**src/rtl/wb_accel_bridge_if.sv**
```systemverilog
// ---------------------------------------------------------------------------
// wb_accel_bridge_if
//
// Single-beat classic Wishbone bus bundle, used on both sides of
// wb_accel_bridge.
//
// Signals:
//   adr    address                         (master -> slave)
//   dat_w  write data                      (master -> slave)
//   sel    byte selects, DATA_WIDTH/8 bits (master -> slave)
//   we     write enable                    (master -> slave)
//   cyc    bus cycle                       (master -> slave)
//   stb    strobe                          (master -> slave)
//   dat_r  read data                       (slave -> master)
//   ack    normal termination              (slave -> master)
//   err    error termination               (slave -> master)
//
// Modports:
//   master  the side that issues requests
//   slave   the side that answers requests
// ---------------------------------------------------------------------------
interface wb_accel_bridge_if #(
    parameter int ADDR_WIDTH = 32,
    parameter int DATA_WIDTH = 32
);
    logic [ADDR_WIDTH-1:0]   adr;
    logic [DATA_WIDTH-1:0]   dat_w;
    logic [DATA_WIDTH-1:0]   dat_r;
    logic [DATA_WIDTH/8-1:0] sel;
    logic                    we;
    logic                    cyc;
    logic                    stb;
    logic                    ack;
    logic                    err;

    modport master (
        output adr, dat_w, sel, we, cyc, stb,
        input  dat_r, ack, err
    );

    modport slave (
        input  adr, dat_w, sel, we, cyc, stb,
        output dat_r, ack, err
    );
endinterface

```
**src/rtl/wb_accel_bridge.sv**
```systemverilog
// ---------------------------------------------------------------------------
// wb_accel_bridge
//
// Registered Wishbone bridge between the network adapter's Wishbone master
// and an accelerator slave. The bridge takes one single-beat classic request,
// re-issues it downstream from registers, and returns exactly one registered
// ack or err pulse upstream.
//
// Optional feature macro: WB_ACCEL_BRIDGE_TIMEOUT_EN
//   defined   : a timer aborts a downstream request held for TIMEOUT_CYCLES
//               cycles and reports it upstream as err; timeout_count counts
//               these events, saturating at 255.
//   undefined : no timer, ISSUE waits for ack/err indefinitely, and
//               timeout_count is tied to 0.
//
// Ports:
//   clk            single clock
//   rst            synchronous, active-high reset
//   wbs            slave modport, facing the network adapter master
//   wbm            master modport, facing the accelerator slave
//   busy           high whenever the FSM is not IDLE
//   timeout_count  saturating count of timeouts since reset
// ---------------------------------------------------------------------------
module wb_accel_bridge #(
    parameter int ADDR_WIDTH     = 32,
    parameter int DATA_WIDTH     = 32,
    parameter int TIMEOUT_CYCLES = 256
) (
    input  logic                     clk,
    input  logic                     rst,
    wb_accel_bridge_if.slave         wbs,
    wb_accel_bridge_if.master        wbm,
    output logic                     busy,
    output logic [7:0]               timeout_count
);

    localparam logic [1:0] ST_IDLE  = 2'd0;
    localparam logic [1:0] ST_ISSUE = 2'd1;
    localparam logic [1:0] ST_RESP  = 2'd2;

    localparam int SEL_WIDTH = DATA_WIDTH / 8;

    logic [1:0]            state_q,   state_d;
    logic [ADDR_WIDTH-1:0] adr_q,     adr_d;
    logic [DATA_WIDTH-1:0] wdat_q,    wdat_d;
    logic [SEL_WIDTH-1:0]  sel_q,     sel_d;
    logic                  we_q,      we_d;
    logic                  req_q,     req_d;
    logic                  drop_q,    drop_d;
    logic                  ack_q,     ack_d;
    logic                  err_q,     err_d;
    logic [DATA_WIDTH-1:0] rdat_q,    rdat_d;

`ifdef WB_ACCEL_BRIDGE_TIMEOUT_EN
    localparam int TIMER_W = (TIMEOUT_CYCLES > 2) ? $clog2(TIMEOUT_CYCLES) : 1;

    logic [TIMER_W-1:0]    timer_q,   timer_d;
    logic [7:0]            to_cnt_q,  to_cnt_d;
`else
    // The timeout length only matters when the timer is built in.
    logic                  unused_timeout_cfg;
    assign unused_timeout_cfg = (TIMEOUT_CYCLES < 2);
`endif

    // Next-state logic. Upstream ack/err pulses are produced only on the
    // ISSUE -> RESP transition, so they are high for exactly the RESP cycle.
    // cyc and stb share one flop because they always move together.
    always_comb begin
        state_d = state_q;
        adr_d   = adr_q;
        wdat_d  = wdat_q;
        sel_d   = sel_q;
        we_d    = we_q;
        req_d   = req_q;
        drop_d  = drop_q;
        ack_d   = 1'b0;
        err_d   = 1'b0;
        rdat_d  = rdat_q;
`ifdef WB_ACCEL_BRIDGE_TIMEOUT_EN
        timer_d  = timer_q;
        to_cnt_d = to_cnt_q;
`endif
        case (state_q)
            ST_IDLE: begin
                if (wbs.cyc && wbs.stb) begin
                    adr_d   = wbs.adr;
                    wdat_d  = wbs.dat_w;
                    sel_d   = wbs.sel;
                    we_d    = wbs.we;
                    req_d   = 1'b1;
                    drop_d  = 1'b0;
                    state_d = ST_ISSUE;
`ifdef WB_ACCEL_BRIDGE_TIMEOUT_EN
                    timer_d = '0;
`endif
                end
            end
            ST_ISSUE: begin
                // An upstream abort in the final ISSUE cycle must still
                // suppress the response, hence the combined drop value.
                drop_d = drop_q | ~wbs.cyc;
                if (wbm.err) begin
                    req_d   = 1'b0;
                    err_d   = ~drop_d;
                    rdat_d  = '0;
                    state_d = ST_RESP;
                end else if (wbm.ack) begin
                    req_d   = 1'b0;
                    ack_d   = ~drop_d;
                    rdat_d  = wbm.dat_r;
                    state_d = ST_RESP;
                end
`ifdef WB_ACCEL_BRIDGE_TIMEOUT_EN
                else if (timer_q == TIMER_W'(TIMEOUT_CYCLES - 1)) begin
                    req_d   = 1'b0;
                    err_d   = ~drop_d;
                    rdat_d  = '0;
                    state_d = ST_RESP;
                    if (to_cnt_q != 8'hFF) begin
                        to_cnt_d = to_cnt_q + 8'd1;
                    end
                end else begin
                    timer_d = timer_q + TIMER_W'(1);
                end
`endif
            end
            ST_RESP: begin
                // stb may still be high from the finished beat; it is
                // deliberately not looked at here.
                state_d = ST_IDLE;
            end
            default: begin
                req_d   = 1'b0;
                state_d = ST_IDLE;
            end
        endcase
    end

    // State and output registers, all cleared by the synchronous reset.
    always_ff @(posedge clk) begin
        if (rst) begin
            state_q <= ST_IDLE;
            adr_q   <= '0;
            wdat_q  <= '0;
            sel_q   <= '0;
            we_q    <= 1'b0;
            req_q   <= 1'b0;
            drop_q  <= 1'b0;
            ack_q   <= 1'b0;
            err_q   <= 1'b0;
            rdat_q  <= '0;
        end else begin
            state_q <= state_d;
            adr_q   <= adr_d;
            wdat_q  <= wdat_d;
            sel_q   <= sel_d;
            we_q    <= we_d;
            req_q   <= req_d;
            drop_q  <= drop_d;
            ack_q   <= ack_d;
            err_q   <= err_d;
            rdat_q  <= rdat_d;
        end
    end

`ifdef WB_ACCEL_BRIDGE_TIMEOUT_EN
    always_ff @(posedge clk) begin
        if (rst) begin
            timer_q  <= '0;
            to_cnt_q <= '0;
        end else begin
            timer_q  <= timer_d;
            to_cnt_q <= to_cnt_d;
        end
    end

    assign timeout_count = to_cnt_q;
`else
    assign timeout_count = 8'd0;
`endif

    assign wbm.adr   = adr_q;
    assign wbm.dat_w = wdat_q;
    assign wbm.sel   = sel_q;
    assign wbm.we    = we_q;
    assign wbm.cyc   = req_q;
    assign wbm.stb   = req_q;

    assign wbs.ack   = ack_q;
    assign wbs.err   = err_q;
    assign wbs.dat_r = rdat_q;

    assign busy      = (state_q != ST_IDLE);

endmodule
```
**src/flat_wrapper.sv**
```systemverilog
// flat-port wrapper written by rule: the top's interface ports become plain ports
module wb_accel_bridge_flat 
#(
    parameter int ADDR_WIDTH     = 32,
    parameter int DATA_WIDTH     = 32,
    parameter int TIMEOUT_CYCLES = 256
)
  (clk, rst, busy, timeout_count, wbs_adr, wbs_dat_w, wbs_sel, wbs_we, wbs_cyc, wbs_stb, wbs_dat_r, wbs_ack, wbs_err, wbm_adr, wbm_dat_w, wbm_sel, wbm_we, wbm_cyc, wbm_stb, wbm_dat_r, wbm_ack, wbm_err);
  wb_accel_bridge_if #(.ADDR_WIDTH(ADDR_WIDTH), .DATA_WIDTH(DATA_WIDTH)) wbs_i ();
  wb_accel_bridge_if #(.ADDR_WIDTH(ADDR_WIDTH), .DATA_WIDTH(DATA_WIDTH)) wbm_i ();
  input  logic clk;
  input  logic rst;
  output logic busy;
  output logic [7:0] timeout_count;
  input wire logic [$bits(wbs_i.adr)-1:0] wbs_adr;
  input wire logic [$bits(wbs_i.dat_w)-1:0] wbs_dat_w;
  input wire logic [$bits(wbs_i.sel)-1:0] wbs_sel;
  input wire logic [$bits(wbs_i.we)-1:0] wbs_we;
  input wire logic [$bits(wbs_i.cyc)-1:0] wbs_cyc;
  input wire logic [$bits(wbs_i.stb)-1:0] wbs_stb;
  output wire logic [$bits(wbs_i.dat_r)-1:0] wbs_dat_r;
  output wire logic [$bits(wbs_i.ack)-1:0] wbs_ack;
  output wire logic [$bits(wbs_i.err)-1:0] wbs_err;
  output wire logic [$bits(wbm_i.adr)-1:0] wbm_adr;
  output wire logic [$bits(wbm_i.dat_w)-1:0] wbm_dat_w;
  output wire logic [$bits(wbm_i.sel)-1:0] wbm_sel;
  output wire logic [$bits(wbm_i.we)-1:0] wbm_we;
  output wire logic [$bits(wbm_i.cyc)-1:0] wbm_cyc;
  output wire logic [$bits(wbm_i.stb)-1:0] wbm_stb;
  input wire logic [$bits(wbm_i.dat_r)-1:0] wbm_dat_r;
  input wire logic [$bits(wbm_i.ack)-1:0] wbm_ack;
  input wire logic [$bits(wbm_i.err)-1:0] wbm_err;
  assign wbs_i.adr = wbs_adr;
  assign wbs_i.dat_w = wbs_dat_w;
  assign wbs_i.sel = wbs_sel;
  assign wbs_i.we = wbs_we;
  assign wbs_i.cyc = wbs_cyc;
  assign wbs_i.stb = wbs_stb;
  assign wbs_dat_r = wbs_i.dat_r;
  assign wbs_ack = wbs_i.ack;
  assign wbs_err = wbs_i.err;
  assign wbm_adr = wbm_i.adr;
  assign wbm_dat_w = wbm_i.dat_w;
  assign wbm_sel = wbm_i.sel;
  assign wbm_we = wbm_i.we;
  assign wbm_cyc = wbm_i.cyc;
  assign wbm_stb = wbm_i.stb;
  assign wbm_i.dat_r = wbm_dat_r;
  assign wbm_i.ack = wbm_ack;
  assign wbm_i.err = wbm_err;
  wb_accel_bridge #(.ADDR_WIDTH(ADDR_WIDTH), .DATA_WIDTH(DATA_WIDTH), .TIMEOUT_CYCLES(TIMEOUT_CYCLES)) u_core (.clk(clk), .rst(rst), .wbs(wbs_i), .wbm(wbm_i), .busy(busy), .timeout_count(timeout_count));
endmodule
```
**config.mk**
```make
export PLATFORM = sky130hd
export DESIGN_NAME = wb_accel_bridge_flat
export DESIGN_NICKNAME = d
export VERILOG_FILES = /design/src/rtl/wb_accel_bridge_if.sv /design/src/rtl/wb_accel_bridge.sv /design/src/flat_wrapper.sv
export SDC_FILE = /design/constraint.sdc
export NUM_CORES = 1
export LEC_CHECK = 0
export CAP_MARGIN = 10
export CORE_MARGIN = 2
export CORE_UTILIZATION = 30
export CTS_CLUSTER_SIZE = 14
export DETAILED_ROUTE_END_ITERATION = 6
export DONT_BUFFER_PORTS = 1
export HOLD_SLACK_MARGIN = 0.03
export PLACE_DENSITY_LB_ADDON = 0.2
export SLEW_MARGIN = 40
export SYNTH_ARGS = -nofsm -noshare
export SYNTH_HDL_FRONTEND = slang
export SYNTH_SLANG_ARGS = --single-unit
```
**constraint.sdc**
```tcl
create_clock -name clk -period 2.85 [get_ports clk]
set_input_delay 0.285 -clock clk [delete_from_list [all_inputs] [get_ports clk]]
set_output_delay 0.285 -clock clk [all_outputs]
set_load 0.02 [all_outputs]
```
* Word-level counts from Yosys, hierarchy flattened
Index checks and enable logic that the tools add are counted.
** Word-level totals
- Bits in registers :: 107
- Output and inout port bits :: 114
- Word-level logic and storage cells :: 45
** Operators by class
- Bitwise logic cells :: 7
- Mux-type cells :: 12
- Equality and inequality tests :: 4
- Reduce and logical (&&, ||, !) cells :: 12
** Operators with widths (number)
- $mux W32 :: 2
- $reduce_and A2 Y1 :: 4
- $mux W2 :: 3
- $not A1 Y1 :: 6
- $reduce_bool A2 Y1 :: 3
- $mux W1 :: 4
- $pmux W2 S2 :: 1
- $reduce_or A4 Y1 :: 1
- $ne A3 B3 Y1 const B :: 1
- $pmux W1 S3 :: 1
- $reduce_and A3 Y1 :: 1
- $reduce_or A3 Y1 :: 1
- $eq A2 B1 Y1 const B :: 1
- $eq A2 B2 Y1 const B :: 1
- $logic_not A2 Y1 :: 1
- $ne A2 B1 Y1 const B :: 1
- $pmux W1 S2 :: 1
- $logic_and A1 B1 Y1 :: 1
- $or A1 B1 Y1 :: 1

* Depth between registers and ports, before layout
- Depth after elaboration :: 3
- Mapped depth :: 5
- Mapped depth without buffers :: 3

* Worst setup path after synthesis
OpenSTA, ideal clock, no wires.
- Kind :: register to register
- Start point :: register u_core.state_q[0]
- End point :: register u_core.rdat_q[0] (netlist: u_core.wbs.dat_r[0])
- Stages on the path, launching flop included :: 5
- Data arrival time :: 1.369 ns
- Setup time :: 0.057 ns
- Path buffers :: 1
- Data required time :: 2.793 ns
- Setup slack :: 1.424 ns
- Period minus slack after synthesis :: 1.426 ns
- Cell sequence :: dfxtp_1 -> or3b_4 -> nor3b_4 -> buf_6 -> a22o_2
** Between the ends
- Cells in the longest elaborated chain, start to end :: 2
** Ends and longest elaborated chain
- start, declared :: line wb_accel_bridge.sv:43 : logic [1:0] state_q, state_d;
- start signal, assigned :: line wb_accel_bridge.sv:153 : state_q <= state_d;
- $eq A2 B1 Y1 :: line wb_accel_bridge.sv:83 : case (state_q)
- $reduce_and A2 Y1 (no source line)
- end signal, assigned :: line wb_accel_bridge.sv:162 : rdat_q <= rdat_d;
- end, declared :: line wb_accel_bridge.sv:52 : logic [DATA_WIDTH-1:0] rdat_q, rdat_d;
Every way passes these cells.
A chain may end at the register's enable or synchronous reset.

* Worst setup path after layout
- Start point :: register u_core.state_q[0]
- End point :: register u_core.rdat_q[19] (netlist: u_core.wbs.dat_r[19])
Same word-level chain as after synthesis.

==> impl_metrics.py <==
metrics = {
    "outcome": {
        "status": "finished clean",
    },
    "global_route": {
        "grt_start_max_net_pins": 73,
        "grt_first_pass_wirelength_um": 12900,
        "grt_overflow": 0,
        "grt_pass1_vias": 2552,
        "antenna_found_initial": 0,
        "track_usage": 0.128,
    },
    "detailed_routing": {
        "routedWlPerCell_um": 16.1,
        "top_layer": "met4",
        "drc_errors": 0,
        "dr_wl_met2_um": 3940,
        "wl_um": 8740,
        "ant_nets": 0,
        "viasPerCell": 4.86,
        "drtPass1Iterations": 4,
        "dr.first_iter.drc_count": 54,
        "wl_met1_um": 3430,
        "wl_met3_um": 1260,
        "num_vias": 2645,
    },
    "die": {
        "ios": 221,
        "dieArea_um2": 13200,
        "die_y_um": 115,
        "start_util": 0.307,
        "die_w_um": 115,
        "num_rows": 40,
        "core_um2": 12000,
    },
    "clock_network": {
        "insertion_delay_ns": 0.34,
        "cts_buffer_depth": 2,
        "numCtsBuffers": 9,
        "cts_sinks": 107,
        "cts_htree_levels": 3,
        "cts_tree": "yes",
        "clockRootBuffer": "clkbuf_16",
        "clk_pin_slew_worst_paths_ns": 0.07,
        "cts_setup_buffers": 0,
    },
    "logic_synthesis": {
        "syn_inst": 408,
        "yosys.cell_types.count": 22,
        "yosysSeqAreaShare": 0.580,
        "syn_area_per_cell_um2": 9.05,
        "ys_seq_elements": 107,
        "ys_warn_count": 0,
        "syn_area_um2": 3690,
    },
    "worst_setup_path": {
        "required_ns": 3.14,
        "crit_type": "reg2reg",
        "arrival_ns": 1.93,
        "cp.depth": 4,
        "critPathMaxStageDelay_ns": 0.43,
        "cp-start-kind": "flip-flop",
        "worst-path-max-fanout": 32,
        "cp_slowest_cell": "or3b_4",
        "cp_top_family": "simple AND/OR/NAND/NOR gates",
        "worstSetupEndpointType": "flip-flop",
        "critPathBufInv": 1,
        "cp_cell_sequence": "or3b_4, nor3b_4, buf_4, a22o_2",
        "reg2regPathDepth": 4,
    },
    "timing": {
        "setup_viol": 0,
        "finalCritPeriodShare": 0.578,
        "timing_max_transition_violations_final": 0,
        "hold_violations": 0,
        "max_clock_freq_ghz": 0.607,
        "rsz0062_at_grt": "false",
        "slew_headroom": 0.637,
        "finClkSkew_ns": 0.00829,
        "setup_ws_ns": 1.20,
        "finalSetupTns_ns": 0,
        "worstMarginPinSlew_ns": 0.545,
        "period_minus_slack_ns": 1.65,
    },
    "final_layout": {
        "fill_cells": 1236,
        "mostFrequentLayoutCell": "nand2_1",
        "nNetsFinal": 499,
        "final_cell_mix": "nand2_1, dfxtp_1, a21oi_1",
        "area_growth_pct": 11.3,
        "layout-drive-gt1-share": 0.136,
        "diodes": 0,
    },
    "power_and_ir_drop": {
        "power.leakage_uw": 0.00149,
        "powerDensity_nw_per_um2": 769,
        "max-vdd-ir-drop_uv": 435,
    },
    "placement": {
        "gp_congestion": 0.700,
        "portBuffers": 0,
        "dp_slack_ns": 1.22,
        "dp_hpwl_um": 6050,
    },
    "hold_path": {
        "whs_path_depth": 2,
        "hp-class": "in2reg",
    },
    "job": {
        "maxCapViolations": 0,
    },
}
==> layer usage <==
metal,up-vias,global-route usage
li1,1312,-
met1,1179,0.137
met2,145,0.202
met3,9,0.0891
met4,0,0.0426
met5,-,0
==> area by class of cell <==
class	instances	area (um^2)	share of cell area
sequential	107	2140	0.521
multi-input combinational	269	1380	0.337
clock buffer	12	256	0.0624
tap	147	184	0.0448
clock inverter	4	72.6	0.0177
timing repair buffer	5	70.1	0.0171
==> kinds of logic after synthesis <==
logic type / synth area share
AOI/OAI and AO/OA: 0.186
DFF: 0.580
other: 0.00102
buffers and inverters: 0.0576
and+or+nand+nor: 0.175
==> through the flow <==
| step | util | cell area, um^2 | hold WS [ns] | power (uW) | std cells |
|---|---|---|---|---|---|
| floorplan | - | 3720 | 0.411 | 1820 | 415 |
| global placement | 0.312 | 3750 | 0.375 | 1830 | 527 |
| detailed placement | 0.312 | 3750 | 0.374 | 1840 | 527 |
| CTS | 0.342 | 4110 | 0.0446 | 3220 | 544 |
| global route | 0.342 | 4110 | 0.0439 | 3310 | 544 |
| finish | 0.342 | 4110 | 0.0660 | 3160 | 544 |
==> synth_stat cells <==
cell	instances	area [um^2]
a21oi_1	71	355
a22o_1	6	52.6
a22o_2	26	260
and4b_1	1	10.0
and4bb_2	2	25.0
buf_2	8	40.0
buf_4	9	67.6
buf_6	3	33.8
clkbuf_1	19	71.3
conb_1	1	3.75
dfxtp_1	107	2140
nand2_1	138	518
nand4bb_1	1	11.3
nor2_1	6	22.5
nor2b_1	2	12.5
nor3_1	1	5.00
nor3b_4	1	18.8
o21ai_0	1	5.00
o21ai_1	1	5.00
o31ai_1	1	7.51
or2_2	2	12.5
or3b_4	1	11.3
==> power breakdown <==
group          switching (uW)  total, uW  internal [uW]
logic                     106        161           55.2
registers                 106       1660           1550
clock network             526       1340            817
==> sequential cells by signal, indices dropped and copies added (netlist names) <==
signal            flops
u_core.wbm.dat_w     32
u_core.wbm.sel        4
u_core.wbs.ack        1
u_core.wbm.cyc        1
u_core.wbs.dat_r     32
u_core.wbm.we         1
u_core.wbm.adr       32
u_core.drop_q         1
u_core.state_q        2
u_core.wbs.err        1
==> worst paths after layout <==
| check | from | endpoint | slack (ns) |
|---|---|---|---|
| max | u_core.state_q[0] | u_core.wbs.dat_r[19] | 1.20 |
| max reg2reg | u_core.state_q[0] | u_core.wbs.dat_r[19] | 1.20 |
| min | wbs_dat_w[18] | u_core.wbm.dat_w[18] | 0.07 |
| min reg2reg | u_core.wbm.adr[6] | u_core.wbm.adr[6] | 0.56 |
==> timing repair <==
item                      CTS  global route
hold buffers                1             0
hold endpoints to repair   72             0
gates resized for setup     0             0
Note: power is estimated with default switching activity, not from simulation.
